<file path="src/rtl/vga_timing_monitor.sv">
// vga_timing_monitor: recovers the raster position from hsync/vsync, measures line and frame timing against nominal values, and tracks lock
module vga_timing_monitor #(
  parameter int unsigned H_TOTAL         = 800,
  parameter int unsigned V_TOTAL         = 525,
  parameter int unsigned H_SYNC          = 96,
  parameter int unsigned V_SYNC          = 2,
  parameter int unsigned SYNC_ACTIVE_LOW = 1,
  parameter int unsigned LOCK_FRAMES     = 2,
  parameter int unsigned CNT_W           = 16
) (
  input  logic             vga_clk,
  input  logic             rst_n,
  input  logic             hsync,
  input  logic             vsync,
  input  logic             err_clr,
  output logic [CNT_W-1:0] h_pos,
  output logic [CNT_W-1:0] v_pos,
  output logic [CNT_W-1:0] line_len,
  output logic [CNT_W-1:0] frame_lines,
  output logic             locked,
  output logic             err_pulse,
  output logic [3:0]       err_flags
);
  localparam logic             ACT    = (SYNC_ACTIVE_LOW != 0);
  localparam logic [CNT_W-1:0] ONE    = CNT_W'(1);
  localparam logic [CNT_W-1:0] H_NOM  = CNT_W'(H_TOTAL);
  localparam logic [CNT_W-1:0] V_NOM  = CNT_W'(V_TOTAL);
  localparam logic [CNT_W-1:0] H_MAX  = CNT_W'(2 * H_TOTAL);
  localparam logic [CNT_W-1:0] V_MAX  = CNT_W'(2 * V_TOTAL);
  localparam logic [CNT_W-1:0] HS_NOM = CNT_W'(H_SYNC);
  localparam logic [CNT_W-1:0] VS_NOM = CNT_W'(V_SYNC * H_TOTAL);
  localparam logic [CNT_W-1:0] LK_NOM = CNT_W'(LOCK_FRAMES);

  typedef enum logic [1:0] {SEARCH, ACQUIRE, LOCKED} state_t;

  state_t           state_q, state_d;
  logic             hs_d_q, vs_d_q, hv_q, hv_d, vv_q, vv_d, meas_q, meas_d, fe_q, fe_d, pulse_q;
  logic [CNT_W-1:0] h_cnt_q, h_cnt_d, v_cnt_q, v_cnt_d, len_q, len_d, fl_q, fl_d;
  logic [CNT_W-1:0] hw_q, hw_d, vw_q, vw_d, good_q, good_d, fl_new;
  logic [3:0]       flags_q, flags_d, new_err;
  logic             hs_a, vs_a, ls, fs, he, ve;
  logic             line_bad, width_bad, frame_bad, frame_ok, timeout;

  assign hs_a = hsync ^ ACT;
  assign vs_a = vsync ^ ACT;
  assign ls   = hs_a & ~hs_d_q;
  assign fs   = vs_a & ~vs_d_q;
  assign he   = ~hs_a & hs_d_q;
  assign ve   = ~vs_a & vs_d_q;

  // A line start coinciding with the frame start is counted in the ending frame
  assign fl_new    = v_cnt_q + (ls ? ONE : '0);
  assign line_bad  = ls & meas_q & ((h_cnt_q + ONE) != H_NOM);
  assign width_bad = (he & hv_q & (hw_q != HS_NOM)) | (ve & vv_q & (vw_q != VS_NOM));
  assign frame_bad = fs & (state_q != SEARCH) & (fl_new != V_NOM);
  assign frame_ok  = ~fe_q & ~line_bad & ~width_bad & (fl_new == V_NOM);
  // Fires only on the cycle a counter reaches saturation, not while it sits there
  assign timeout   = (~ls & (h_cnt_q == H_MAX - ONE)) | (ls & ~fs & (v_cnt_q == V_MAX - ONE));
  assign new_err   = {timeout, width_bad, frame_bad, line_bad};

  always_comb begin
    h_cnt_d = ls ? '0 : (h_cnt_q == H_MAX) ? h_cnt_q : h_cnt_q + ONE;
    v_cnt_d = fs ? '0 : (ls && v_cnt_q != V_MAX) ? v_cnt_q + ONE : v_cnt_q;
    len_d   = (ls && meas_q) ? h_cnt_q + ONE : len_q;
    fl_d    = fs ? fl_new : fl_q;
    hw_d    = ls ? ONE : (hs_a && hw_q != '1) ? hw_q + ONE : hw_q;
    vw_d    = fs ? ONE : (vs_a && vw_q != '1) ? vw_q + ONE : vw_q;
    hv_d    = ls | (hv_q & ~he);
    vv_d    = fs | (vv_q & ~ve);
    meas_d  = timeout ? 1'b0 : (meas_q | ls);
    fe_d    = fs ? 1'b0 : (fe_q | line_bad | width_bad);
    flags_d = (err_clr ? 4'b0 : flags_q) | new_err;
  end

  always_comb begin
    state_d = state_q;
    good_d  = good_q;
    case (state_q)
      SEARCH: if (fs) begin
        state_d = ACQUIRE;
        good_d  = '0;
      end
      ACQUIRE: if (fs) begin
        good_d  = frame_ok ? good_q + ONE : '0;
        state_d = (frame_ok && good_q + ONE >= LK_NOM) ? LOCKED : ACQUIRE;
      end
      LOCKED: if (line_bad || width_bad || (fs && !frame_ok)) begin
        state_d = ACQUIRE;
        good_d  = '0;
      end
      default: state_d = SEARCH;
    endcase
    if (timeout) begin
      state_d = SEARCH;
      good_d  = '0;
    end
  end

  always_ff @(posedge vga_clk or negedge rst_n) begin
    if (!rst_n) begin
      state_q <= SEARCH;
      hs_d_q  <= 1'b0;
      vs_d_q  <= 1'b0;
      hv_q    <= 1'b0;
      vv_q    <= 1'b0;
      meas_q  <= 1'b0;
      fe_q    <= 1'b0;
      pulse_q <= 1'b0;
      h_cnt_q <= '0;
      v_cnt_q <= '0;
      len_q   <= '0;
      fl_q    <= '0;
      hw_q    <= '0;
      vw_q    <= '0;
      good_q  <= '0;
      flags_q <= '0;
    end else begin
      state_q <= state_d;
      hs_d_q  <= hs_a;
      vs_d_q  <= vs_a;
      hv_q    <= hv_d;
      vv_q    <= vv_d;
      meas_q  <= meas_d;
      fe_q    <= fe_d;
      pulse_q <= |new_err;
      h_cnt_q <= h_cnt_d;
      v_cnt_q <= v_cnt_d;
      len_q   <= len_d;
      fl_q    <= fl_d;
      hw_q    <= hw_d;
      vw_q    <= vw_d;
      good_q  <= good_d;
      flags_q <= flags_d;
    end
  end

  assign h_pos       = h_cnt_q;
  assign v_pos       = v_cnt_q;
  assign line_len    = len_q;
  assign frame_lines = fl_q;
  assign locked      = (state_q == LOCKED);
  assign err_pulse   = pulse_q;
  assign err_flags   = flags_q;
endmodule

</file>
<file path="config.mk">
export PLATFORM = sky130hd
export DESIGN_NAME = vga_timing_monitor
export DESIGN_NICKNAME = d
export VERILOG_FILES = /design/src/rtl/vga_timing_monitor.sv
export SDC_FILE = /design/constraint.sdc
export NUM_CORES = 1
export LEC_CHECK = 0
export BUFFER_PORTS_ARGS = -buffer_cell sky130_fd_sc_hd__clkbuf_2
export CAP_MARGIN = 30
export CELL_PAD_IN_SITES_DETAIL_PLACEMENT = 1
export CELL_PAD_IN_SITES_GLOBAL_PLACEMENT = 1
export CORE_AREA = 2 2 142 144
export CTS_BUF_LIST = sky130_fd_sc_hd__clkbuf_8 sky130_fd_sc_hd__clkbuf_16
export CTS_CLUSTER_DIAMETER = 30
export CTS_CLUSTER_SIZE = 16
export DETAILED_ROUTE_END_ITERATION = 7
export DIE_AREA = 0 0 144 146
export HOLD_SLACK_MARGIN = 0.02
export PLACE_DENSITY = 0.74
export SLEW_MARGIN = 20
export SYNTH_ARGS = -nofsm -noshare
export SYNTH_HDL_FRONTEND = slang
export SYNTH_SLANG_ARGS = --single-unit
</file>
<file path="constraint.sdc">
create_clock -name vga_clk -period 3 [get_ports vga_clk]
set_input_delay 0.3 -clock vga_clk [delete_from_list [all_inputs] [get_ports vga_clk]]
set_output_delay 0.3 -clock vga_clk [all_outputs]
set_load 0.005 [all_outputs]
</file>
==> flow_summary.yaml, run 1 <==
logic_synthesis:
  synth_cell_types: 67
  syn_avg_cell_area_um2: 9.09
  syn_nets: 757
  ys_async_sr_fraction: 1.00
  yosysSeqAreaShare: 0.465
  synth_cells: 739
  synth_edf_count: 0
  yosysWarnings: 0
  synth_area_um2: 6720
  netlist_top_cells_area: "dfrtp_1 47%, nor2_1 5.9%, xor2_1 4.8%"
  synth_top_area_cell: "dfrtp_1"
  synth_common_cells: "125 x dfrtp_1, 106 x nor2_1, 60 x nand2_1"
  synth_top_area_frac: 0.465
  synthFlopType: "dfrtp_1"
  yosysMostFrequentCell: "dfrtp_1"
  ys_seq_elements: 125
min_path:
  hold_depth: 2
  hp-start: "err_clr"
  hold_end: "err_flags[1]$_DFF_PN0_"
  hold_class: "input pin to flip-flop"
finish:
  nets: 860
  drive_above_1_share: 0.207
  syn_to_final_growth_pct: 23.6
  diodes: 0
  final_core_util: 0.430
sta:
  slew_viol_final: 0
  period_share: 0.970
  relSlewSlack: 0.515
  finalCriticalPeriod_ns: 2.91
  tns_ns: 0
  hold_viol: 0
  fmax_mhz: 344
  worst_slew_pin_slew_ns: 0.728
  clock_skew_ns: 0.0172
  setup_viol: 0
route:
  drt-initial-drc-count: 319
  wl_per_cell_um: 16.8
  first_pass_iters: 4
  post-route-drc-count: 0
  via_count: 5802
  wl_um: 18800
  ant_nets: 0
  routed_via_density: 5.18
global_route:
  antenna_found_initial: 0
  grt_overflow: 0
  grt_max_degree: 55
  gr-usage-all-layers: 0.188
  grt_pass1_wl_um: 31400
  grt_pass1_vias: 6152
pwr:
  leakage_nw: 3.73
  peakVddDrop_uv: 388
  p_per_area_nw_per_um2: 559
status:
  status: "complete, no violations"
setup_path:
  regToRegStartpoint: "v_pos[10]$_DFFE_PN0P_"
  crit_type: "flip-flop to flip-flop"
  critPathArrivalTime_ns: 3.26
  cp.required_ns: 3.35
  start_kind: "flip-flop"
  critPathCaptureType: "flip-flop"
  cp_max_fo: 10
  r2r_end: "good_q[1]$_DFFE_PN0P_"
  r2r_slack_ns: 0.09
  r2r_cells: 8
run:
  maxCapViolCount: 0
cts:
  clkLatencyLatePin_ns: 0.43
  cts.sinks: 125
  path_clk_slew_ns: 0.06
  numCtsBuffers: 17
  tritoncts: "done"
  root_buffer: "clkbuf_16"
  ctsLongestPathBuffers: 2
  cts.htree.levels: 4
die:
  row_count: 51
  die_w_um: 144
  initial_core_util: 0.348
  ioPinCount: 75
  dieArea_um2: 21000
  die_h_um: 146
  core_um2: 19300
placed_design:
  globalplace.congestion: 0.786
  dp_hpwl_um: 13400
  portBuffers: 74
[through the flow]
stage	hold WS (ns)	cells	setup WS [ns]	power (W)	area, um2
after floorplan	0.00441	739	0.0331	0.00223	6730
after global placement	0.404	1086	0.139	0.00248	7620
after detailed placement	0.413	1086	-0.0472	0.00250	7620
after CTS	0.106	1119	0.0146	0.00468	8240
after global routing	0.118	1120	-0.0341	0.00484	8310
final	0.127	1120	0.0896	0.00464	8310
[final cells by class]
cell class,count,area [um2]
well taps,265,332
repair buffers,120,746
clock inverters,15,188
multi-input cells,543,3360
flip-flops and latches,125,3130
clock buffers,17,425
fillers,2256,11000
inverters,35,131
[sequential cells by signal, summed over array words and instances, names as in the netlist]
register	cells
good_q	16
frame_lines	16
vv_q	1
fe_q	1
err_pulse	1
line_len	16
state_q	2
meas_q	1
err_flags	4
vs_d_q	1
hv_q	1
hs_d_q	1
h_pos	16
vw_q	16
v_pos	16
hw_q	16
[layer usage]
| layer | share of wire | routed length (um) | track usage | vias to the layer above |
|---|---|---|---|---|
| met5 | 0 | 0 | 0 | - |
| met4 | 0.018 | 342 | 0.0613 | 0 |
| met3 | 0.031 | 582 | 0.0444 | 31 |
| met2 | 0.48 | 9100 | 0.310 | 86 |
| met1 | 0.47 | 8820 | 0.243 | 2898 |
| li1 | - | - | - | 2787 |
[critical path, stage by stage (launching register included)]
cell and delay (ns):
dfrtp_1 0.62, or3b_2 0.50, nor4_2 0.30, nor3_1 0.10, a2111o_1 0.49, nor3b_2 0.20, a211o_1 0.29, buf_4 0.17
o22ai_1 0.15
[power breakdown]
part / internal, W / total, W / switching, W / leakage [nW]
clock: 0.00132 / 0.00215 / 0.000836 / 0.291
sequential: 0.00181 / 0.00193 / 0.000127 / 1.66
combinational: 0.000240 / 0.000558 / 0.000318 / 1.78
[worst max-delay path by stage]
stage / slack, ns / from / to
after global routing: -0.03 / hs_d_q$_DFF_PN0_ / good_q[4]$_DFFE_PN0P_
after floorplan: 0.03 / hs_d_q$_DFF_PN0_ / good_q[15]$_DFFE_PN0P_
after global placement: 0.14 / hsync / good_q[15]$_DFFE_PN0P_
final: 0.09 / v_pos[10]$_DFFE_PN0P_ / good_q[1]$_DFFE_PN0P_
after CTS: 0.01 / hs_d_q$_DFF_PN0_ / good_q[1]$_DFFE_PN0P_
after detailed placement: -0.05 / hsync / good_q[3]$_DFFE_PN0P_
[cell usage in the layout (no fill, tap or decap), types with 5 or more instances in the layout]
cell type | synthesis | routed
buf_4 | 2 | 44
and3_1 | 13 | 13
o211ai_1 | 5 | 5
clkbuf_16 | 0 | 17
xor2_1 | 37 | 37
or3_1 | 11 | 11
nand3_1 | 39 | 39
o21ai_0 | 36 | 35
a31oi_1 | 9 | 9
ha_1 | 13 | 11
and2_1 | 11 | 11
inv_1 | 35 | 35
nor4_1 | 19 | 16
clkbuf_2 | 0 | 73
nand2_1 | 60 | 59
nand4_1 | 17 | 17
a21oi_1 | 31 | 31
o21ai_1 | 12 | 13
xnor2_1 | 30 | 30
dfrtp_1 | 125 | 125
nor2_1 | 106 | 105
nor3_1 | 19 | 19
[kinds of logic (layout without fill, tap and decap cells)]
group | Yosys count | in the layout | share of synthesized area
AO/OA/AOI/OAI | 125 | 125 | 0.117
XOR/XNOR | 67 | 67 | 0.0873
adder cells (fa/ha/maj) | 15 | 15 | 0.0272
buffers and inverters | 71 | 187 | 0.0451
flip-flops | 125 | 125 | 0.465
multiplexers | 6 | 6 | 0.00931
AND/OR/NAND/NOR | 330 | 330 | 0.249
[what timing repair did]
item / in CTS / in global routing
endpoints found under the hold margin: 52 / 0
hold buffers: 1 / 0
endpoints found under the setup margin: 0 / 17
resized for setup: 0 / 10
setup buffers: 0 / 1
(Power assumes the default switching activity.)
==> run 2, diff against run 1 <==
--- a/config.mk
+++ b/config.mk
@@ -5,7 +5,6 @@
 export SDC_FILE = /design/constraint.sdc
 export NUM_CORES = 1
 export LEC_CHECK = 0
-export BUFFER_PORTS_ARGS = -buffer_cell sky130_fd_sc_hd__clkbuf_2
 export CAP_MARGIN = 30
 export CELL_PAD_IN_SITES_DETAIL_PLACEMENT = 1
 export CELL_PAD_IN_SITES_GLOBAL_PLACEMENT = 1
@@ -15,8 +14,9 @@
 export CTS_CLUSTER_SIZE = 16
 export DETAILED_ROUTE_END_ITERATION = 7
 export DIE_AREA = 0 0 144 146
+export DONT_BUFFER_PORTS = 1
 export HOLD_SLACK_MARGIN = 0.02
-export PLACE_DENSITY = 0.74
+export PLACE_DENSITY = 0.7
 export SLEW_MARGIN = 20
 export SYNTH_ARGS = -nofsm -noshare
 export SYNTH_HDL_FRONTEND = slang
==> constraint.sdc (replaced) <==
create_clock -name vga_clk -period 3 [get_ports vga_clk]
set_input_delay 0.3 -clock vga_clk [delete_from_list [all_inputs] [get_ports vga_clk]]
set_output_delay 0.3 -clock vga_clk [all_outputs]
set_load 0.02 [all_outputs]
==> run 2 against run 1 <==
  * Worst setup slack better by 0.073 ns
  * Largest cell class unchanged
  * Core utilization is 1.6 points lower
  * Maximum frequency is 2.6% higher
  * Total power is 1.6% lower
  * The run now ends with hold timing left
  * Highest routed layer unchanged
  * Via count is 4.0% lower
  * Critical path depth is 5 higher
  * Sequential share of layout area is 1.4 points higher
  * Die area stayed put
==> flow_summary.yaml, run 2 (same netlist as run 1, synthesis figures left out) <==
status:
  status: "finished with violations"
  failed_checks: "hold timing"
route:
  via_count: 5569
  ant_nets: 0
  routed_via_density: 5.26
  wl_met1_um: 8420
  drt-initial-drc-count: 270
  top_layer_used: "met4"
  wl_met2_um: 9500
  post-route-drc-count: 0
  wl_per_cell_um: 18.0
  wl_met3_um: 890
  wl_um: 19100
  first_pass_iters: 4
placed_design:
  dp_hpwl_um: 13500
  pre_cts_slack_ns: 0.0262
  globalplace.congestion: 0.819
  portBuffers: 0
setup_path:
  cp_max_fo: 16
  critPathSlowestCell: "a2111o_1"
  start_kind: "flip-flop"
  critPathArrivalTime_ns: 3.19
  cp_cell_sequence: "inv_1 > nand2_1 > inv_2 > ha_2 > nand3_2 > nor4_4 > buf_4 > or3_1 > a2111o_1 > nor3b_1 > a211o_1 > buf_12 > o21ai_0"
  critPathCaptureType: "flip-flop"
  crit_type: "flip-flop to flip-flop"
  cp.required_ns: 3.35
  cp_slowest_stage_delay_ns: 0.50
finish:
  drive_above_1_share: 0.142
  layout_commonest_cell: "dfrtp_1"
  diodes: 0
  nets: 798
  final_core_util: 0.414
  syn_to_final_growth_pct: 19.0
  final_cell_mix: "125 x dfrtp_1, 105 x nor2_1, 59 x nand2_1, 52 x buf_4, 38 x nand3_1"
die:
  ioPinCount: 75
  core_um2: 19300
  die_h_um: 146
  initial_core_util: 0.348
  dieArea_um2: 21000
  die_w_um: 144
  row_count: 51
pwr:
  clkPwrFrac: 0.456
  p_per_area_nw_per_um2: 571
  leakage_nw: 3.48
  peakVddDrop_uv: 349
  switching_share: 0.285
  seqPwrFrac: 0.438
  combPwrFrac: 0.106
  p_total_w: 0.00457
  intPower_w: 0.00327
  p_switching_w: 0.00130
sta:
  period_share: 0.946
  setup_slack_ns: 0.163
  finalCriticalPeriod_ns: 2.84
  worst_slew_pin_slew_ns: 0.692
  clock_skew_ns: 0.0124
  rsz0062_at_grt: "yes"
  whs_ns: -0.429
  setup_viol: 0
  hold_viol: 125
  fmax_mhz: 352
  relSlewSlack: 0.538
  slew_viol_final: 0
cts:
  cts.htree.levels: 4
  root_buffer: "clkbuf_16"
  ctsLongestPathBuffers: 2
  tritoncts: "done"
  cts.sinks: 125
  path_clk_slew_ns: 0.07
  clkLatencyLatePin_ns: 0.44
  numCtsBuffers: 17
  cts_hold_buf: 4
global_route:
  grt_pass1_vias: 5969
  gr-usage-all-layers: 0.189
  grt_overflow: 0
  grt_pass1_wl_um: 31300
  grt_max_degree: 126
  antenna_found_initial: 0
min_path:
  hold_class: "input pin to async pin"
run:
  maxCapViolCount: 0
## run 2: changes by cell type in the layout (fill, tap and decap cells not counted), moves of 3 or more
cell,before,now
dlygate4sd3_1,1,4
clkbuf_2,73,0
clkinv_2,1,4
buf_4,44,52
## run 2: worst max-delay path: cells and delay by family, from the launching register on
kind / cells / cell delay (ns)
AOI/OAI and AO/OA: 3 / 0.97
and+or+nand+nor: 5 / 0.81
buffers and inverters: 4 / 0.43
DFF: 1 / 0.35
adders and majority gates: 1 / 0.19
## run 2: area by class of cell
cell class              instances  area (um2)
multi-input cells             543        3350
fillers                      2221       11300
inverters                      35         131
clock buffers                  19         453
flip-flops and latches        125        3130
well taps                     265         332
repair buffers                 58         462
clock inverters                13         140
## run 2: path summary, 6_finish.rpt
kind,cells after the start,slack (ns),end,startpoint
max in group asynchronous,0,3.26,frame_lines[7]$_DFFE_PN0P_,rst_n
hold / removal,0,-0.43,good_q[6]$_DFFE_PN0P_,rst_n
setup / recovery,13,0.16,good_q[2]$_DFFE_PN0P_,hs_d_q$_DFF_PN0_
setup reg to reg,13,0.16,good_q[2]$_DFFE_PN0P_,hs_d_q$_DFF_PN0_
hold reg to reg,1,0.48,meas_q$_DFF_PN0_,meas_q$_DFF_PN0_
min in group vga_clk,2,0.06,err_flags[2]$_DFF_PN0_,err_clr
## run 2: what timing repair did
item | CTS | global route
hold endpoints to repair | 130 | 125
setup endpoints to repair | 0 | 18
gates resized for setup | 0 | 15
setup buffers | 0 | 1
## run 2: layer usage
metal	vias up	GRT usage
met5	-	0
met4	0	0.0569
met3	26	0.0523
met2	92	0.320
met1	2791	0.234
li1	2660	-
## run 2: stage by stage
step	cell area (um2)	hold WS, ns	TNS [ns]	instances
2_1_floorplan	6730	0.00441	0	739
5_1_grt	8000	-0.460	-0.0347	1058
3_5_place_dp	7290	0.0112	0	1020
3_3_place_gp	7290	0.0121	0	1020
6_report	8000	-0.429	0	1058
4_1_cts	7930	-0.454	0	1056
## run 2: power by group through the flow
stage / Combinational [W] / Clock (W) / Sequential, W
CTS: 0.000485 / 0.00213 / 0.00200
global route: 0.000538 / 0.00222 / 0.00203
finish: 0.000483 / 0.00208 / 0.00200
global placement: 0.000452 / 0 / 0.00203
floorplan: 0.000303 / 0 / 0.00203
detailed placement: 0.000477 / 0 / 0.00203
==> run 3, diff against run 2 <==
--- a/config.mk
+++ b/config.mk
@@ -6,7 +6,7 @@
 export NUM_CORES = 1
 export LEC_CHECK = 0
 export CAP_MARGIN = 30
-export CELL_PAD_IN_SITES_DETAIL_PLACEMENT = 1
+export CELL_PAD_IN_SITES_DETAIL_PLACEMENT = 0
 export CELL_PAD_IN_SITES_GLOBAL_PLACEMENT = 1
 export CORE_AREA = 2 2 142 144
 export CTS_BUF_LIST = sky130_fd_sc_hd__clkbuf_8 sky130_fd_sc_hd__clkbuf_16
==> run 3 against run 2 <==
  * The run still ends with hold timing left
  * Clock skew is 0.0023 ns lower
  * Combinational power is 1% lower
  * Routed wire length is 11% lower
  * Critical path depth stayed put
  * Via count is 2.0% lower
  * Clock power is 12% lower
  * Count of clock-buffer cells in the layout is 1 higher
  * Critical path type unchanged
==> flow_summary.yaml, run 3 (same netlist as run 1, synthesis figures left out) <==
finish:
  nets: 798
  layout_commonest_cell: "dfrtp_1"
  syn_to_final_growth_pct: 18.1
  final_cell_mix: "125 x dfrtp_1, 105 x nor2_1, 59 x nand2_1, 53 x buf_4, 39 x inv_1"
  diodes: 0
  drive_above_1_share: 0.135
setup_path:
  critPathCaptureType: "flip-flop"
  r2r_cells: 13
  cp_max_fo: 16
  cp.required_ns: 3.33
  r2r_end: "good_q[4]$_DFFE_PN0P_"
  start_kind: "flip-flop"
  r2r_slack_ns: 0.16
  critPathArrivalTime_ns: 3.17
  regToRegStartpoint: "hs_d_q$_DFF_PN0_"
  crit_type: "flip-flop to flip-flop"
pwr:
  clkPwrFrac: 0.425
  peakVddDrop_uv: 294
  intPower_w: 0.00309
  leakage_nw: 3.45
  p_per_area_nw_per_um2: 543
  combPwrFrac: 0.111
  switching_share: 0.282
  p_switching_w: 0.00122
  seqPwrFrac: 0.464
cts:
  clkLatencyLatePin_ns: 0.42
  cts_hold_buf: 3
  tritoncts: "done"
  numCtsBuffers: 17
  root_buffer: "clkbuf_16"
  ctsLongestPathBuffers: 2
  cts.htree.levels: 4
  cts.sinks: 125
  path_clk_slew_ns: 0.06
sta:
  tns_ns: 0
  worst_slew_pin_slew_ns: 0.745
  finalCriticalPeriod_ns: 2.84
  period_share: 0.946
  relSlewSlack: 0.502
  rsz0062_at_grt: "no"
  whs_ns: -0.420
  setup_viol: 0
  fmax_mhz: 352
  hold_viol: 125
  slew_viol_final: 0
  clock_skew_ns: 0.0102
run:
  maxCapViolCount: 0
route:
  wl_um: 17000
  first_pass_iters: 5
  ant_nets: 0
  post-route-drc-count: 0
  wl_per_cell_um: 16.1
  drt-initial-drc-count: 356
  via_count: 5458
  routed_via_density: 5.16
placed_design:
  globalplace.congestion: 0.819
  dp_hpwl_um: 11900
  portBuffers: 0
global_route:
  grt_max_degree: 126
  antenna_found_initial: 0
  grt_pass1_vias: 5454
  grt_overflow: 0
  gr-usage-all-layers: 0.168
  grt_pass1_wl_um: 28100
die:
  die_w_um: 144
  ioPinCount: 75
  dieArea_um2: 21000
  initial_core_util: 0.348
  row_count: 51
  core_um2: 19300
  die_h_um: 146
status:
  failed_checks: "hold timing"
  status: "finished with violations"
min_path:
  hold_class: "input pin to async pin"
## run 3: how the worst max path moves through the flow
stage,startpoint,to,cells after the start
final,hs_d_q$_DFF_PN0_,good_q[4]$_DFFE_PN0P_,13
after global routing,hs_d_q$_DFF_PN0_,good_q[4]$_DFFE_PN0P_,13
after CTS,hs_d_q$_DFF_PN0_,good_q[4]$_DFFE_PN0P_,13
after detailed placement,hs_d_q$_DFF_PN0_,good_q[1]$_DFFE_PN0P_,13
after global placement,hs_d_q$_DFF_PN0_,good_q[15]$_DFFE_PN0P_,13
after floorplan,hs_d_q$_DFF_PN0_,good_q[15]$_DFFE_PN0P_,14
## run 3: per-layer routing
layer	up-vias	GRT usage	wire length, um
li1	2661	-	-
met1	2642	0.221	7760
met2	136	0.265	8000
met3	19	0.0438	1010
met4	0	0.0637	251
met5	-	0	0
## run 3: timing repair
action	CTS	global route
setup endpoints to repair	0	18
hold endpoints to repair	129	125
setup buffers	0	2
gates resized for setup	0	15
## run 3: through the flow
stage / cells / power [W] / util / cell area (um2) / worst slack [ns]
after global placement: 1020 / 0.00248 / 0.377 / 7290 / 0.189
after detailed placement: 1020 / 0.00250 / 0.377 / 7290 / 0.0868
final: 1057 / 0.00431 / 0.410 / 7930 / 0.161
after CTS: 1054 / 0.00435 / 0.406 / 7850 / 0.0442
after floorplan: 739 / 0.00233 / - / 6730 / 0.0319
after global routing: 1057 / 0.00451 / 0.410 / 7930 / 0.0138
## run 3: area by class of cell
class                   instances  area [um2]
clock inverters                11        56.3
clock buffers                  20         467
repair buffers                 58         459
well taps                     265         332
fillers                      1949       11400
multi-input cells             543        3360
flip-flops and latches        125        3130
inverters                      35         131
## run 3: power by group through the flow
stage | clock network [W] | logic (W) | registers [W]
3_5_place_dp | 0 | 0.000466 | 0.00203
2_1_floorplan | 0 | 0.000303 | 0.00203
4_1_cts | 0.00188 | 0.000475 | 0.00200
3_3_place_gp | 0 | 0.000452 | 0.00203
6_report | 0.00183 | 0.000477 | 0.00200
5_1_grt | 0.00195 | 0.000536 | 0.00202
## run 3: worst max-delay path: stages (launching register included)
cell and delay [ns]:
dfrtp_1 0.38, inv_1 0.07, nand2_1 0.08, inv_2 0.10, ha_4 0.15, ha_4 0.15
nand2_2 0.12, nor4_4 0.31, nor3_1 0.12, a2111o_1 0.48, nor3b_1 0.17, a211o_1 0.31
buf_12 0.16, o21ai_0 0.16
